### src/rtl/cpu_types_pkg.sv
// Shared CPU types: word type, PC source select, fetch queue entry.
// redirect_target() computes the fetch PC for a decode/execute redirect.
package cpu_types_pkg;

  typedef logic [31:0] word_t;

  typedef enum logic [1:0] {
    Norm = 2'b00,
    Bran = 2'b01,
    PCJr = 2'b10,
    PCJ  = 2'b11
  } pcsrc_t;

  typedef struct packed {
    word_t instr;
    word_t pc;
  } fq_entry_t;

  function automatic word_t redirect_target(
    input pcsrc_t      src,
    input word_t       rpc,
    input logic [15:0] imm16,
    input word_t       jr,
    input logic [25:0] j26
  );
    word_t seq;
    seq = rpc + 32'd4;
    case (src)
      Bran:    redirect_target = seq + {{14{imm16[15]}}, imm16, 2'b00};
      PCJr:    redirect_target = jr;
      PCJ:     redirect_target = {rpc[31:28], j26, 2'b00};
      default: redirect_target = seq;
    endcase
  endfunction

endpackage

### src/rtl/fetch_prefetch_if.sv
// Fetch bus bundle: imem request/response and fetch->decode handshake.
// master = fetch stage side, slave = memory/decode side.
interface fetch_prefetch_if;
  import cpu_types_pkg::*;

  logic  imem_ren;
  word_t imem_addr;
  logic  imem_ready;
  word_t imem_data;
  logic  fetch_valid;
  word_t fetch_instr;
  word_t fetch_pc;
  word_t fetch_npc;
  logic  fetch_ready;

  modport master (
    output imem_ren, imem_addr,
    input  imem_ready, imem_data,
    output fetch_valid, fetch_instr,
    output fetch_pc, fetch_npc,
    input  fetch_ready
  );

  modport slave (
    input  imem_ren, imem_addr,
    output imem_ready, imem_data,
    input  fetch_valid, fetch_instr,
    input  fetch_pc, fetch_npc,
    output fetch_ready
  );

endinterface

### src/rtl/fetch_prefetch_queue.sv
// fetch_queue: circular FIFO with push, pop, flush; exposes count and head.
// Ports: CLK, nRST, i_push/i_data, i_pop, i_flush, o_count, o_head.
module fetch_queue #(
  parameter  int WIDTH = 64,
  parameter  int DEPTH = 4,
  localparam int PW    = $clog2(DEPTH),
  localparam int CW    = PW + 1
) (
  input  logic             CLK,
  input  logic             nRST,
  input  logic             i_push,
  input  logic [WIDTH-1:0] i_data,
  input  logic             i_pop,
  input  logic             i_flush,
  output logic [CW-1:0]    o_count,
  output logic [WIDTH-1:0] o_head
);

  logic [WIDTH-1:0] r_mem [DEPTH];
  logic [PW-1:0]    r_wr;
  logic [PW-1:0]    r_rd;
  logic [CW-1:0]    r_cnt;
  logic             w_pop;

  assign w_pop = i_pop && (r_cnt != '0);

  always_ff @(posedge CLK or negedge nRST) begin
    if (!nRST) begin
      r_wr  <= '0;
      r_rd  <= '0;
      r_cnt <= '0;
    end else if (i_flush) begin
      r_wr  <= '0;
      r_rd  <= '0;
      r_cnt <= '0;
    end else begin
      if (i_push) r_wr <= r_wr + 1'b1;
      if (w_pop)  r_rd <= r_rd + 1'b1;
      case ({i_push, w_pop})
        2'b10:   r_cnt <= r_cnt + 1'b1;
        2'b01:   r_cnt <= r_cnt - 1'b1;
        default: r_cnt <= r_cnt;
      endcase
    end
  end

  always_ff @(posedge CLK) begin
    if (i_push && !i_flush) r_mem[r_wr] <= i_data;
  end

  assign o_count = r_cnt;
  assign o_head  = r_mem[r_rd];

endmodule

### src/rtl/fetch_prefetch.sv
// Fetch stage: holds fetch PC, issues one imem request at a time,
// queues {instr, pc} for decode, and applies PCSrc redirects.
// Ports: CLK, nRST, halt, redirect bundle (pcsrc, redirect_pc,
// imm16, jr_target, jaddr26), bus (imem + fetch handshake).
module fetch_prefetch
  import cpu_types_pkg::*;
#(
  parameter word_t PC_INIT = 32'h0,
  parameter int    QDEPTH  = 4
) (
  input  logic        CLK,
  input  logic        nRST,
  input  logic        halt,
  input  logic        redirect,
  input  pcsrc_t      pcsrc,
  input  word_t       redirect_pc,
  input  logic [15:0] imm16,
  input  word_t       jr_target,
  input  logic [25:0] jaddr26,
  fetch_prefetch_if.master bus
);

  localparam int CW = $clog2(QDEPTH) + 1;
  localparam logic [CW-1:0] QFULL = CW'(QDEPTH);

  word_t         r_fpc;
  logic          r_pend;
  logic          r_squash;
  logic [CW-1:0] w_count;
  fq_entry_t     w_head;
  fq_entry_t     w_push_data;
  word_t         w_target;
  logic          w_ren;
  logic          w_resp;
  logic          w_push;
  logic          w_pop;
  logic          w_valid;

  assign w_target = redirect_target(
    pcsrc, redirect_pc, imm16, jr_target, jaddr26);

  // A pending request stays raised until answered; memory cannot cancel.
  assign w_ren = nRST && (r_pend ||
    (!halt && !redirect && (w_count < QFULL)));

  // Responses only count while a request is actually raised.
  assign w_resp  = w_ren && bus.imem_ready;
  assign w_push  = w_resp && !r_squash && !redirect;
  assign w_valid = (w_count != '0);
  assign w_pop   = w_valid && bus.fetch_ready && !redirect;

  assign w_push_data.instr = bus.imem_data;
  assign w_push_data.pc    = r_fpc;

  always_ff @(posedge CLK or negedge nRST) begin
    if (!nRST) begin
      r_fpc    <= PC_INIT;
      r_pend   <= 1'b0;
      r_squash <= 1'b0;
    end else begin
      r_pend <= w_ren && !bus.imem_ready;
      if (redirect)    r_fpc <= w_target;
      else if (w_push) r_fpc <= r_fpc + 32'd4;
      // Late answer to a pre-redirect request must be dropped.
      if (w_resp)                  r_squash <= 1'b0;
      else if (redirect && r_pend) r_squash <= 1'b1;
    end
  end

  fetch_queue #(
    .WIDTH ($bits(fq_entry_t)),
    .DEPTH (QDEPTH)
  ) u_queue (
    .CLK     (CLK),
    .nRST    (nRST),
    .i_push  (w_push),
    .i_data  (w_push_data),
    .i_pop   (w_pop),
    .i_flush (redirect),
    .o_count (w_count),
    .o_head  (w_head)
  );

  assign bus.imem_ren    = w_ren;
  assign bus.imem_addr   = r_fpc;
  assign bus.fetch_valid = w_valid;
  assign bus.fetch_instr = w_valid ? w_head.instr : '0;
  assign bus.fetch_pc    = w_valid ? w_head.pc : '0;
  assign bus.fetch_npc   = w_valid ? (w_head.pc + 32'd4) : '0;

endmodule

### src/flat_wrapper.sv
// flat-port wrapper written by rule: the top's interface ports become plain ports
module fetch_prefetch_flat import cpu_types_pkg::*;
#(
  parameter word_t PC_INIT = 32'h0,
  parameter int    QDEPTH  = 4
)
  (CLK, nRST, halt, redirect, pcsrc, redirect_pc, imm16, jr_target, jaddr26, bus_imem_ren, bus_imem_addr, bus_imem_ready, bus_imem_data, bus_fetch_valid, bus_fetch_instr, bus_fetch_pc, bus_fetch_npc, bus_fetch_ready);
  fetch_prefetch_if bus_i ();
  input  logic CLK;
  input  logic nRST;
  input  logic halt;
  input  logic redirect;
  input  pcsrc_t pcsrc;
  input  word_t redirect_pc;
  input  logic [15:0] imm16;
  input  word_t jr_target;
  input  logic [25:0] jaddr26;
  output wire logic [$bits(bus_i.imem_ren)-1:0] bus_imem_ren;
  output wire logic [$bits(bus_i.imem_addr)-1:0] bus_imem_addr;
  input wire logic [$bits(bus_i.imem_ready)-1:0] bus_imem_ready;
  input wire logic [$bits(bus_i.imem_data)-1:0] bus_imem_data;
  output wire logic [$bits(bus_i.fetch_valid)-1:0] bus_fetch_valid;
  output wire logic [$bits(bus_i.fetch_instr)-1:0] bus_fetch_instr;
  output wire logic [$bits(bus_i.fetch_pc)-1:0] bus_fetch_pc;
  output wire logic [$bits(bus_i.fetch_npc)-1:0] bus_fetch_npc;
  input wire logic [$bits(bus_i.fetch_ready)-1:0] bus_fetch_ready;
  assign bus_imem_ren = bus_i.imem_ren;
  assign bus_imem_addr = bus_i.imem_addr;
  assign bus_i.imem_ready = bus_imem_ready;
  assign bus_i.imem_data = bus_imem_data;
  assign bus_fetch_valid = bus_i.fetch_valid;
  assign bus_fetch_instr = bus_i.fetch_instr;
  assign bus_fetch_pc = bus_i.fetch_pc;
  assign bus_fetch_npc = bus_i.fetch_npc;
  assign bus_i.fetch_ready = bus_fetch_ready;
  fetch_prefetch #(.PC_INIT(PC_INIT), .QDEPTH(QDEPTH)) u_core (.CLK(CLK), .nRST(nRST), .halt(halt), .redirect(redirect), .pcsrc(pcsrc), .redirect_pc(redirect_pc), .imm16(imm16), .jr_target(jr_target), .jaddr26(jaddr26), .bus(bus_i));
endmodule
### config.mk
export PLATFORM = sky130hd
export DESIGN_NAME = fetch_prefetch_flat
export DESIGN_NICKNAME = d
export VERILOG_FILES = /design/src/rtl/cpu_types_pkg.sv /design/src/rtl/fetch_prefetch_if.sv /design/src/rtl/fetch_prefetch_queue.sv /design/src/rtl/fetch_prefetch.sv /design/src/flat_wrapper.sv
export SDC_FILE = /design/constraint.sdc
export NUM_CORES = 1
export LEC_CHECK = 0
export BUFFER_PORTS_ARGS = -buffer_cell sky130_fd_sc_hd__clkbuf_2
export CORE_MARGIN = 10
export CORE_UTILIZATION = 40
export DETAILED_ROUTE_END_ITERATION = 8
export PLACE_DENSITY_LB_ADDON = 0.25
export SYNTH_ARGS = -nofsm -noshare
export SYNTH_HDL_FRONTEND = slang
export SYNTH_SLANG_ARGS = --single-unit
export TNS_END_PERCENT = 20
### constraint.sdc
create_clock -name CLK -period 3.4 [get_ports CLK]
set_clock_uncertainty 0.2 [all_clocks]
set_input_delay 0.34 -clock CLK [delete_from_list [all_inputs] [get_ports CLK]]
set_output_delay 0.34 -clock CLK [all_outputs]
set_load 0.02 [all_outputs]
# --- Word level (Yosys, flattened, before mapping) ---
# Memories as Yosys holds them, arrays and structs flattened.
# Cells that the tools add are included.
word_totals:
  regBits: 41
  in_bits: 146
  mem_count: 1
  output_inout_bits: 130
  word_cells: 59
  mem_bits_rw: 256
mem_list:
  columns: ["name", "words", "word_bits", "read_ports", "rd_clocked_by_memory_dff", "wr", "line", "source"]
  rows:
  - ["u_core.u_queue.r_mem", 4, 64, 1, 0, 1, "fetch_prefetch_queue.sv:19", "logic [WIDTH-1:0] r_mem [DEPTH];"]
op_classes:
  n_eq_ne: 5
  mux: 16
  n_reduce_logical: 22
  n_addsub: 8
  n_lt_le_gt_ge: 1
ops:
  columns: ["operator", "n"]
  rows:
  - ["$mux 32", 5]
  - ["$add 32x3->32 const B", 3]
  - ["$pmux 32 s3", 1]
  - ["$add 32x32->32", 1]
  - ["$logic_and 1x1->1", 12]
  - ["$mux 2", 4]
  - ["$eq 2x2->1 const B", 3]
  - ["$pmux 3 s2", 1]
  - ["$reduce_bool 2->1", 3]
  - ["$reduce_bool 3->1", 2]
  - ["$add 2x1->2 const B", 2]
  - ["$eq 2x1->1 const B", 2]
  - ["$logic_not 1->1", 4]
  - ["$mux 1", 4]
  - ["$add 3x1->3 const B", 1]
  - ["$lt 3x3->1 const B", 1]
  - ["$mux 3", 1]
  - ["$sub 3x1->3 const B", 1]
  - ["$logic_or 1x1->1", 1]

# --- Depth between registers and ports, before layout ---
depth:
  depth_word: 11
  ltp_mapped: 14
  depth_no_buf: 14

# --- Cells and area by module ---
# Synthesis repeated with hierarchy kept, for this count alone.
unflattened:
  cells_unflattened: 1170
  hier_area_um2: 15710.1
by_module_without_submodules:
  columns: ["mod", "instances", "area_each_um2", "cells_per_inst", "seq_area_each_um2"]
  rows:
  - ["fetch_queue", 1, 9720.6, 385, 7862.5]
  - ["fetch_prefetch", 1, 5989.5, 785, 850.8]

# --- Least setup slack after synthesis ---
# Ideal clock, no wire load.
synth_path:
  path_type: "input to register"
  from: "input port redirect"
  to: "memory u_core.u_queue.r_mem[0][0], enable pin"
  setup_time_ps: 429
  stages: 6
  slack_ps: -287
  n_path_buf: 3
  required_ps: 2771
  arrival_ps: 3057
  path_cell_list: "clkbuf_1 > nor3_1 > o2111a_1 > buf_2 > buf_1 > and3_1"
synth_between:
  elab_chain_len: 11
synth_rtl:
  columns: ["element", "line", "source"]
  rows:
  - ["start, declared", "flat_wrapper.sv:12", "input logic redirect;"]
  - ["$logic_not 1->1 (*)", "fetch_prefetch_queue.sv:48, fetch_prefetch.sv:44, fetch_prefetch.sv:48", null]
  - ["$logic_and 1x1->1 (2 in series)", "fetch_prefetch.sv:44", "(!halt && !redirect && (w_count < QFULL)));"]
  - ["$logic_or 1x1->1", "fetch_prefetch.sv:43", "assign w_ren = nRST && (r_pend ||"]
  - ["$logic_and 1x1->1", "fetch_prefetch.sv:43", null]
  - ["$logic_and 1x1->1", "fetch_prefetch.sv:47", "assign w_resp = w_ren && bus.imem_ready;"]
  - ["$logic_and 1x1->1 (2 in series)", "fetch_prefetch.sv:48", "assign w_push = w_resp && !r_squash && !redirect;"]
  - ["$logic_and 1x1->1 (*)", "fetch_prefetch_queue.sv:48", "if (i_push && !i_flush) r_mem[r_wr] <= i_data;"]
  - ["$mux 1 (*)", "fetch_prefetch_queue.sv:48", null]
  - ["$mux 1 (not written as such) (*)", "fetch_prefetch_queue.sv:48", null]
  - ["end, declared", "fetch_prefetch_queue.sv:19", null]
# Mark *: on every way between the ends. The rest lies on a longest branch, timed or not.

# --- Worst setup path in the final report ---
layout_path:
  from: "register u_core.u_queue.r_rd[0]"
  to: "output port bus_fetch_npc[22]"
layout_between:
  elab_chain_len: 3
layout_rtl:
  columns: ["element", "line", "source"]
  rows:
  - ["start, declared", "fetch_prefetch_queue.sv:21", "logic [PW-1:0] r_rd;"]
  - ["start signal, assigned", "fetch_prefetch_queue.sv:38", "if (w_pop) r_rd <= r_rd + 1'b1;"]
  - ["$mem_v2 4x64", null, null]
  - ["$add 32x3->32", "fetch_prefetch.sv:89", "assign bus.fetch_npc = w_valid ? (w_head.pc + 32'd4) : '0;"]
  - ["$mux 32", "fetch_prefetch.sv:89", null]
  - ["end, declared", "flat_wrapper.sv:25", "output wire logic [$bits(bus_i.fetch_npc)-1:0] bus_fetch_npc;"]
# Every way passes these cells.

==> impl_metrics.ini <==
[run_status]
status = finished with violations
violations = negative setup slack

[power]
seqPwrFrac_pct = 36.1
peakVddDrop_mv = 0.4603
p_per_area_mw_per_mm2 = 587.0
netSwitchingPower_w = 0.004072
p_leak_nw = 7.892
combinationalPowerShare_pct = 37.0
total_power_w = 0.01190
power_frac_clock_pct = 26.9
p_int_w = 0.007827
p_sw_share_pct = 34.22

[routing]
antenna_left = 0
wl_mm = 45.90
wire_per_inst_um = 21.29
drc = 0
routed.top_layer = met5
wl_met1_mm = 20.24
drt-pass1-iter-count = 5
vias_per_cell = 5.249
dr_total_vias = 11320
wl_met3_mm = 3.303
drtIter0Drc = 823
wl_met2_mm = 21.65

[critical_path]
worstSetupEndpointType = output port
critical_path_class = flop to output port
cp_slowest_cell = dfrtp_4
slowest_delay_ns = 0.50
path_cells = buf_6 -> buf_12 -> buf_8 -> mux4_2 -> nand4_1 -> or3_4 -> or3_4 -> a21oi_4 -> buf_8
critPathArrivalTime_ns = 3.15
r2r_cells = 10
cp_max_fo = 9
r2r_setup_slack_ns = 0.62
required_ns = 2.86
r2r_start = u_core.u_queue.o_count[2]
r2r-end = u_core.u_queue.o_count[2]
critPathLaunchType = flop

[clock_tree]
clockBufferDepth = 3
clockRootBuffer = clkbuf_16
h-tree-depth = 1
path_clk_slew_ns = 0.06
cts.sinks = 297
cts_made_buffers = 29
clk_latency_ns = 0.54
cts_tree = done

[sta]
drv_slew = 0
slew_headroom_pct = 58.08
final-setup-viol-count = 20
setup_tns_ns = -3.180
hold_violations = 0
hold_ws_ns = 0.05877
fin_ws_ns = -0.2867
fmax_mhz = 271.2
rsz0062_at_grt = yes
min_period_ns = 3.687
fin_crit_sh_pct = 108.4
tightest_slew_ns = 0.6288

[cells_and_area]
syn_to_final_growth_pct = 31.09
num-fill-cells = 3266
drive_gt1_share_pct = 37.47
final_nets = 1811
design_area_sq_mm = 0.02027

[logic_synthesis]
synth_seq_cells = 297
synth_cell_types = 66
ys_seq_area_share_pct = 56.35
avgSynthCellArea_sq_um = 13.46
synth_edf_count = 256
ys.flop_type = edfxtp_1
syn_inst = 1149
netlist_area_sq_mm = 0.01546
synth-async-reset-ratio_pct = 13.80
yosys_warnings = 0
syn_nets = 1338

[floorplanning]
ioPinCount = 276
die_h_um = 216.6
rows = 71
core_sq_mm = 0.03793
initial_core_util_pct = 40.77
die_x_um = 216.6
fp.dieArea_sq_mm = 0.04692

[placed_design]
postPlaceCellArea_sq_mm = 0.01850
portBuffers = 275
hpwl_mm = 33.84
gp_congestion = 0.8961

[global_routing]
antenna_found_initial = 2
grt_pass1_vias = 11740
grt_max_degree = 66
grt-ovfl-total = 0
grt_pass1_wl_mm = 70.66
grtUsageTotal_pct = 19.11

[job]
drv_cap = 0

[worst_hold_path]
hold_depth = 4
min_to = u_core.bus.imem_addr[4]
hp-start = jaddr26[2]
hold_class = input pin to flop
==> cell type report <==
| class | count | area [sq um] | area share, % |
|---|---|---|---|
| Antenna cell | 1 | 2.502 | 0.01234 |
| Clock buffer | 32 | 737.0 | 3.636 |
| Clock inverter | 21 | 214.0 | 1.055 |
| Inverter | 24 | 90.09 | 0.4444 |
| Multi-Input combinational cell | 777 | 6553 | 32.33 |
| Sequential cell | 297 | 8718 | 43.01 |
| Tap cell | 511 | 639.4 | 3.154 |
| Timing Repair Buffer | 493 | 3317 | 16.36 |
==> registers in the layout (all words and copies together), names as in the netlist <==
name,flops
u_core.u_queue.r_wr,2
u_core.bus.imem_addr,32
u_core.r_squash,1
u_core.u_queue.r_mem,256
u_core.u_queue.r_rd,2
u_core.u_queue.o_count,3
u_core.r_pend,1
==> how the worst max path moves through the flow <==
stage	from	slack [ns]	cells past startpoint	to
floorplan	redirect	-0.29	6	u_core.u_queue.r_mem[1][0]
global placement	redirect_pc[5]	-0.33	16	u_core.bus.imem_addr[30]
detailed placement	redirect_pc[5]	-0.36	16	u_core.bus.imem_addr[30]
CTS	u_core.u_queue.r_rd[0]	-0.34	9	bus_fetch_npc[22]
global route	u_core.u_queue.r_rd[0]	-0.38	9	bus_fetch_npc[18]
finish	u_core.u_queue.r_rd[0]	-0.29	9	bus_fetch_npc[22]
==> metal layers <==
layer / up-vias / GRT usage (%)
li1: 5328 / -
met4: 2 / 3.496
met2: 390 / 31.01
met3: 49 / 4.164
met1: 5547 / 26.03
met5: - / 0
==> power by group through the flow <==
stage	clock network (W)	logic, W	registers, W
global placement	0	0.00405	0.00438
CTS	0.00328	0.00443	0.00429
finish	0.00320	0.00440	0.00430
global route	0.00343	0.00475	0.00432
floorplan	0	0.00253	0.00437
detailed placement	0	0.00408	0.00439
==> cells in the mapped netlist, drive strengths merged (16+ instances only) <==
library cell  count  area (sq um)
nand3            40         200.2
nand2            78         297.8
mux2i            16         160.2
mux4             78          1779
xnor2            53         464.2
a21oi            47         235.2
xor2             54         473.0
nor2             78         292.8
and3             22         138.9
and2             75         469.2
dfrtp            41          1026
o21ai            40         200.2
a21o             17         127.6
clkbuf           31         116.4
edfxtp          256          7687
ha               41         513.0
inv              24         90.08
nand4            27         168.9
buf              20         117.6
==> worst max-delay path: cells and delay by family, from the launching register on <==
kind	cells	cell delay, ns
AO/OA/AOI/OAI	1	0.19
buffers and inverters	4	0.56
flip-flops	1	0.50
multiplexers	1	0.37
AND/OR/NAND/NOR	3	1.00
==> layout by cell type (no fill, tap or decap), types with 39 or more instances in the layout <==
master	n
a21oi_1	44
and2_1	74
buf_4	175
clkbuf_2	256
dfrtp_1	39
dlygate4sd3_1	39
edfxtp_1	256
ha_1	40
mux4_2	76
nand2_1	76
nor2_1	76
xnor2_1	52
xor2_1	54
==> timing repair <==
item,4_1_cts,5_1_grt
pin swaps,12,15
resized for setup,39,40
setup endpoints to repair,25,26
buffers inserted,23,6
hold buffers,39,0
cloned,1,0
endpoints found under the hold margin,175,0
==> cells by family (layout without fill, tap and decap cells) <==
group | after synthesis | after routing | synth area share, %
other | 0 | 1 | 0
flip-flops | 297 | 297 | 56.35
buffers and inverters | 75 | 570 | 2.096
adder cells (fa/ha/maj) | 43 | 43 | 3.576
AO/OA/AOI/OAI | 166 | 166 | 6.878
multiplexers | 100 | 100 | 12.98
XOR/XNOR | 107 | 107 | 6.060
AND/OR/NAND/NOR | 361 | 361 | 12.06
==> per-stage QoR <==
| step | util [%] | setup WS (ns) | cells |
|---|---|---|---|
| floorplan | - | -0.2863 | 1149 |
| global placement | 48.76 | -0.3332 | 2035 |
| detailed placement | 48.76 | -0.3585 | 2035 |
| CTS | 53.16 | -0.3429 | 2151 |
| global route | 53.44 | -0.3795 | 2156 |
| finish | 53.44 | -0.2867 | 2156 |
Note: power is estimated with default switching activity, not from simulation.
